--- src/rtl/lamp_pkg.sv ---
// Shared definitions for the lamp bank's thermometer encoder/decoder pair.
// Holds the lamp count, the scan index width and the decoder FSM encoding.
package lamp_pkg;

    localparam int LAMP_COUNT = 16;
    localparam int LAMP_IDX_W = 4;

    typedef enum logic [1:0] {
        IDLE = 2'b00,
        SCAN = 2'b01,
        DONE = 2'b10
    } lamp_state_e;

endpackage

--- src/rtl/lamp_shift_reg.sv ---
// Parallel-load, right-shift register. It presents the current lowest lamp on lsb_o.
// Load takes priority over shift.
module lamp_shift_reg #(
    parameter int W = 16
) (
    input  logic         clk,
    input  logic         reset,
    input  logic         load_i,
    input  logic         shift_i,
    input  logic [W-1:0] data_i,
    output logic         lsb_o
);

    logic [W-1:0] data_q;

    always_ff @(posedge clk or posedge reset) begin
        if (reset) begin
            data_q <= '0;
        end else if (load_i) begin
            data_q <= data_i;
        end else if (shift_i) begin
            data_q <= {1'b0, data_q[W-1:1]};
        end
    end

    assign lsb_o = data_q[0];

endmodule

--- src/rtl/lamp_scan_decoder.sv ---
// Serial thermometer-code decoder. It scans one lamp per clock from lamp 0 upward,
// reports the leading on-run length and flags any word that is not a legal code.
module lamp_scan_decoder
    import lamp_pkg::*;
#(
    parameter int LAMPS = LAMP_COUNT
) (
    input  logic              clk,
    input  logic              reset,
    input  logic              start,
    input  logic [LAMPS-1:0]  lights_state,
    output logic              busy,
    output logic              done,
    output logic [3:0]        active_lights,
    output logic              thermo_error,
    output lamp_state_e       dbg_state
);

    localparam logic [LAMP_IDX_W-1:0] LAST_IDX = LAMP_IDX_W'(LAMPS - 1);

    lamp_state_e             state_q;
    logic [LAMP_IDX_W-1:0]   idx_q;
    logic [3:0]              run_q;
    logic                    seen_off_q;
    logic                    err_q;
    logic                    busy_q;
    logic                    done_q;
    logic [3:0]              active_q;
    logic                    therr_q;

    logic                    load_d;
    logic                    shift_d;
    logic                    lamp_on;

    // Capture and shift are decoded from the current state so the shift
    // register moves in lock-step with the index.
    assign load_d  = (state_q == IDLE) && start;
    assign shift_d = (state_q == SCAN);

    lamp_shift_reg #(
        .W (LAMPS)
    ) u_shift (
        .clk     (clk),
        .reset   (reset),
        .load_i  (load_d),
        .shift_i (shift_d),
        .data_i  (lights_state),
        .lsb_o   (lamp_on)
    );

    always_ff @(posedge clk or posedge reset) begin
        if (reset) begin
            state_q    <= IDLE;
            idx_q      <= '0;
            run_q      <= '0;
            seen_off_q <= 1'b0;
            err_q      <= 1'b0;
            busy_q     <= 1'b0;
            done_q     <= 1'b0;
            active_q   <= '0;
            therr_q    <= 1'b0;
        end else begin
            case (state_q)
                IDLE: begin
                    done_q <= 1'b0;
                    if (start) begin
                        idx_q      <= '0;
                        run_q      <= '0;
                        seen_off_q <= 1'b0;
                        err_q      <= 1'b0;
                        busy_q     <= 1'b1;
                        state_q    <= SCAN;
                    end
                end
                SCAN: begin
                    idx_q <= idx_q + 1'b1;
                    // Lamp 15 is never part of a legal run, so it only
                    // contributes to the error flag and the counter cannot wrap.
                    if (idx_q == LAST_IDX) begin
                        if (lamp_on) begin
                            err_q <= 1'b1;
                        end
                        state_q <= DONE;
                    end else if (lamp_on) begin
                        if (seen_off_q) begin
                            err_q <= 1'b1;
                        end else begin
                            run_q <= run_q + 1'b1;
                        end
                    end else begin
                        seen_off_q <= 1'b1;
                    end
                end
                DONE: begin
                    active_q <= run_q;
                    therr_q  <= err_q;
                    done_q   <= 1'b1;
                    busy_q   <= 1'b0;
                    state_q  <= IDLE;
                end
                default: begin
                    state_q <= IDLE;
                end
            endcase
        end
    end

    assign busy          = busy_q;
    assign done          = done_q;
    assign active_lights = active_q;
    assign thermo_error  = therr_q;
    assign dbg_state     = state_q;

endmodule

--- config.mk ---
export PLATFORM = sky130hd
export DESIGN_NAME = lamp_scan_decoder
export DESIGN_NICKNAME = d
export VERILOG_FILES = /design/src/rtl/lamp_pkg.sv /design/src/rtl/lamp_shift_reg.sv /design/src/rtl/lamp_scan_decoder.sv
export SDC_FILE = /design/constraint.sdc
export NUM_CORES = 1
export LEC_CHECK = 0
export CAP_MARGIN = 20
export CORE_ASPECT_RATIO = 1.1
export CORE_MARGIN = 2
export CORE_UTILIZATION = 30
export DETAILED_ROUTE_END_ITERATION = 8
export PLACE_DENSITY = 0.52
export SLEW_MARGIN = 10
export SYNTH_ARGS = -nofsm -noshare
export SYNTH_HDL_FRONTEND = slang
export SYNTH_SLANG_ARGS = --single-unit
export TNS_END_PERCENT = 20
--- constraint.sdc ---
create_clock -name clk -period 1.85 [get_ports clk]
set_input_delay 0.555 -clock clk [delete_from_list [all_inputs] [get_ports clk]]
set_output_delay 0.555 -clock clk [all_outputs]
set_load 0.02 [all_outputs]
==> results of run 1 <==
==> cells in the final DEF (no fill, tap or decap) <==
cell type	n
and3_1	1
nand3_1	4
a21o_1	1
o21a_1	1
mux2i_1	2
a22oi_1	15
a32o_1	1
nand4_1	1
and2b_1	1
o21bai_2	1
clkdlybuf4s50_1	27
ha_1	2
nor2_1	1
dfrtp_1	35
nor3b_1	1
a31oi_1	3
nand2b_1	4
clkbuf_1	2
nor3b_4	1
a21oi_1	3
nand2_1	45
buf_4	3
buf_12	3
mux2_2	3
inv_1	4
and4bb_4	1
or3b_1	1
o21ai_0	7
clkbuf_8	5
clkinv_2	1
==> power by group through the flow <==
stage	registers [W]	logic, W	clock network (W)
2_1_floorplan	0.00131	0.000673	0
3_3_place_gp	0.00126	0.00110	0
3_5_place_dp	0.00128	0.00113	0
4_1_cts	0.00126	0.00113	0.000553
5_1_grt	0.00130	0.00127	0.000584
6_report	0.00126	0.00113	0.000524
==> metal layers <==
metal  global-route usage  vias to the layer above  share of wire
li1                     -                      570              -
met1                0.162                      520           0.50
met2                0.170                       30           0.44
met3               0.0457                        6          0.051
met4               0.0472                        0          0.014
met5                    0                        -              0
==> metrics by stage <==
stage	TNS, ns	cells
2_1_floorplan	0	147
3_3_place_gp	-0.0877	230
3_5_place_dp	-0.105	230
4_1_cts	0	238
5_1_grt	0	238
6_report	0	238
==> worst paths after layout <==
path                                    start                  to  slack (ns)
setup / recovery             active_lights[0]    active_lights[0]        0.06
hold / removal             u_shift.data_q[10]  u_shift.data_q[10]        0.48
setup reg to reg                 dbg_state[1]               err_q        0.47
hold reg to reg            u_shift.data_q[10]  u_shift.data_q[10]        0.48
max in group asynchronous               reset            idx_q[3]        1.05
min in group asynchronous               reset  u_shift.data_q[14]        0.61
==> cells by family after synthesis <==
logic type               Yosys count
adder cells (fa/ha/maj)            2
AO/OA/AOI/OAI                     32
flip-flops                        35
multiplexers                       5
AND/OR/NAND/NOR                   61
buffers and inverters             12
==> registers in the layout (all words and copies together), names as in the netlist <==
name,cells
u_shift.data_q,16
active_lights,4
idx_q,4
run_q,4
dbg_state,2
busy,1
done,1
err_q,1
seen_off_q,1
thermo_error,1
==> cell type report <==
type	count	area (µm²)	share of cell area
Timing Repair Buffer	33	353	0.178
Inverter	4	15.0	0.00757
Sequential cell	35	876	0.442
Multi-Input combinational cell	100	586	0.295
Clock buffer	7	76.3	0.0385
Clock inverter	1	5.00	0.00252
Tap cell	58	72.6	0.0366
==> summary.txt, run 1 <==
Timing
  • Minimum clock period: roughly 1.8 ns
  • Max-slew violation count: 0
  • Worst Slack Setup Final: ~0.06 ns
  • Fin crit share: 0.967
  • Worst Skew: 0.00610 ns
  • Fin Hold WS: 0.478 ns
  • Final setup violating endpoints: 0
  • FMAX: 559 MHz
  • RSZ-0062 raised after global routing: false
  • Endpoints failing hold: 0
  • Worst rel slew slack: 0.814
  • Worst-margin pin slew: 0.279 ns

Synth
  • Post-Syn Instances: 147
  • Post-synth top flop: dfrtp_1
  • Synth Area in Compound Gates: 0.142
  • Synth Area in Adders: 0.0164
  • Share of the synthesized area in the top cell type: 0.572
  • Cell taking the most area after synthesis: dfrtp_1
  • Register area share after synthesis: 0.572
  • Combinational family with the most area after synthesis: simple AND/OR/NAND/NOR gates
  • Most common cell in the netlist: nand2_1
  • XOR/XNOR Fraction of Synth Area: 0
  • Seq cells post-synth: 35
  • Synth Area per Inst: 10.4 µm²
  • Simple-Gate Fraction of Synth Area: 0.189
  • Synth Cell Area: 1530 µm²
  • Synth top cells by count: nand2_1 (45), dfrtp_1 (35), a22oi_1 (15)
  • Mux cell area share after synthesis: 0.0352
  • Top post-synthesis cells by area: dfrtp_1 (57%), nand2_1 (11%), a22oi_1 (7.4%), o21ai_0 (2.3%), mux2_2 (2.2%)
  • Post-synthesis async set-or-reset flop share: 1.00
  • Synthesized Nets: 168
  • Unique masters post-synth: 27
  • Number of synthesized flops with an enable pin: 0
  • Yosys warns: 0

Floorplanning
  • Site row count: 27
  • Placeable Area: 4970 µm²
  • Die extent in x: 72.1 µm
  • I/O Pins: 28
  • Die Ht: roughly 80 µm
  • Die ar.: 5690 µm²
  • Initial Util: 0.308

Placement
  • Number of port buffers: 27
  • Gpl congestion: 0.777
  • Dpl cell area: 1900 µm²
  • Post-Place Setup Slack: -0.0803 ns
  • Post-DP HPWL: 2.06 mm

Hold path
  • Hold Path Depth: 2
  • HP Class: reg2reg

Routing
  • DRT Wirelength: 3.03 mm
  • DR vias/cell: 4.73
  • Post-DR wirelength/cell: 12.7 µm
  • DR DRC count: 0
  • Vias: 1,126
  • Routed Antenna Nets: 0
  • DR pass1 iterations: 4
  • Initial DRC Count: 51

Power and ir drop
  • VDD IR max: 571 µV
  • Total Power: 0.00291 W
  • Reported net switching power: 0.00103 W
  • Internal power: 0.00188 W
  • Sequential Power Share: 0.433
  • Clock power frac: 0.180
  • P per Cell Area: 1470 nW/µm²
  • Leakage: 0.932 nW
  • Switching fraction of total power: 0.355
  • Combinational Power Share: 0.387

Clocking
  • # resized after CTS: 0
  • CTS H-tree depth: 2
  • Clock Tree Root: clkbuf_8
  • Setup Buffers After CTS: 0
  • TritonCTS buffer count: 5
  • CTS Hold Bufs: 0
  • CTS Sinks: 35
  • CTS Buffer Depth: 2
  • Clock latency on the worst-skew pair: 0.29 ns
  • CTS clk-pin slew, worst paths: 0.07 ns
  • CTS tree: built

Final layout
  • Final Util: 0.399
  • Fin nets: 200
  • Final Cell Area: 1980 µm²
  • Diodes inserted: 0
  • Layout area overhead: 29.6%
  • Fill cells: 462
  • Fraction of layout cells with a size suffix above 1: 0.100

Setup path
  • CP Class: reg2out
  • Crit path DAT: ~1.2 ns
  • Crit path max-delay family: buffers and inverters
  • Worst-path cell chain: clkdlybuf4s50_1
  • Levels on crit path: 1
  • CP Max Fanout: 2
  • CP max-delay cell: clkdlybuf4s50_1
  • Critical Path Start Type: register
  • Worst reg2reg path depth: 3
  • Worst path max stage delay: 0.60 ns
  • Worst path bufs/invs: 1
  • CP Capture Type: output port
  • Critical Path RT: 1.29 ns

Global route
  • Largest net degree at the start of global routing: 36
  • Tot GR Track Use: 0.119
  • Vias in the first global route: 1,112
  • Total gr overflow: 0
  • Initial antenna violation count: 0
  • First-pass GRT wire length: 5.22 mm

Run status
  • Status: finished clean

Run
  • Max cap viols: 0
(Power assumes the default switching activity.)
==> run 2, diff against run 1 <==
--- a/config.mk
+++ b/config.mk
@@ -5,6 +5,7 @@
 export SDC_FILE = /design/constraint.sdc
 export NUM_CORES = 1
 export LEC_CHECK = 0
+export ABC_CLOCK_PERIOD_IN_PS = 1850
 export CAP_MARGIN = 20
 export CORE_ASPECT_RATIO = 1.1
 export CORE_MARGIN = 2
==> results of run 2 <==
No change in the layout: final DEF, timing and power equal those of run 1.
==> run 3, diff against run 2 <==
--- a/config.mk
+++ b/config.mk
@@ -11,6 +11,7 @@
 export CORE_MARGIN = 2
 export CORE_UTILIZATION = 30
 export DETAILED_ROUTE_END_ITERATION = 8
+export HOLD_SLACK_MARGIN = 0.03
 export PLACE_DENSITY = 0.52
 export SLEW_MARGIN = 10
 export SYNTH_ARGS = -nofsm -noshare
==> results of run 3 <==
No change in the layout: final DEF, timing and power equal those of run 1.
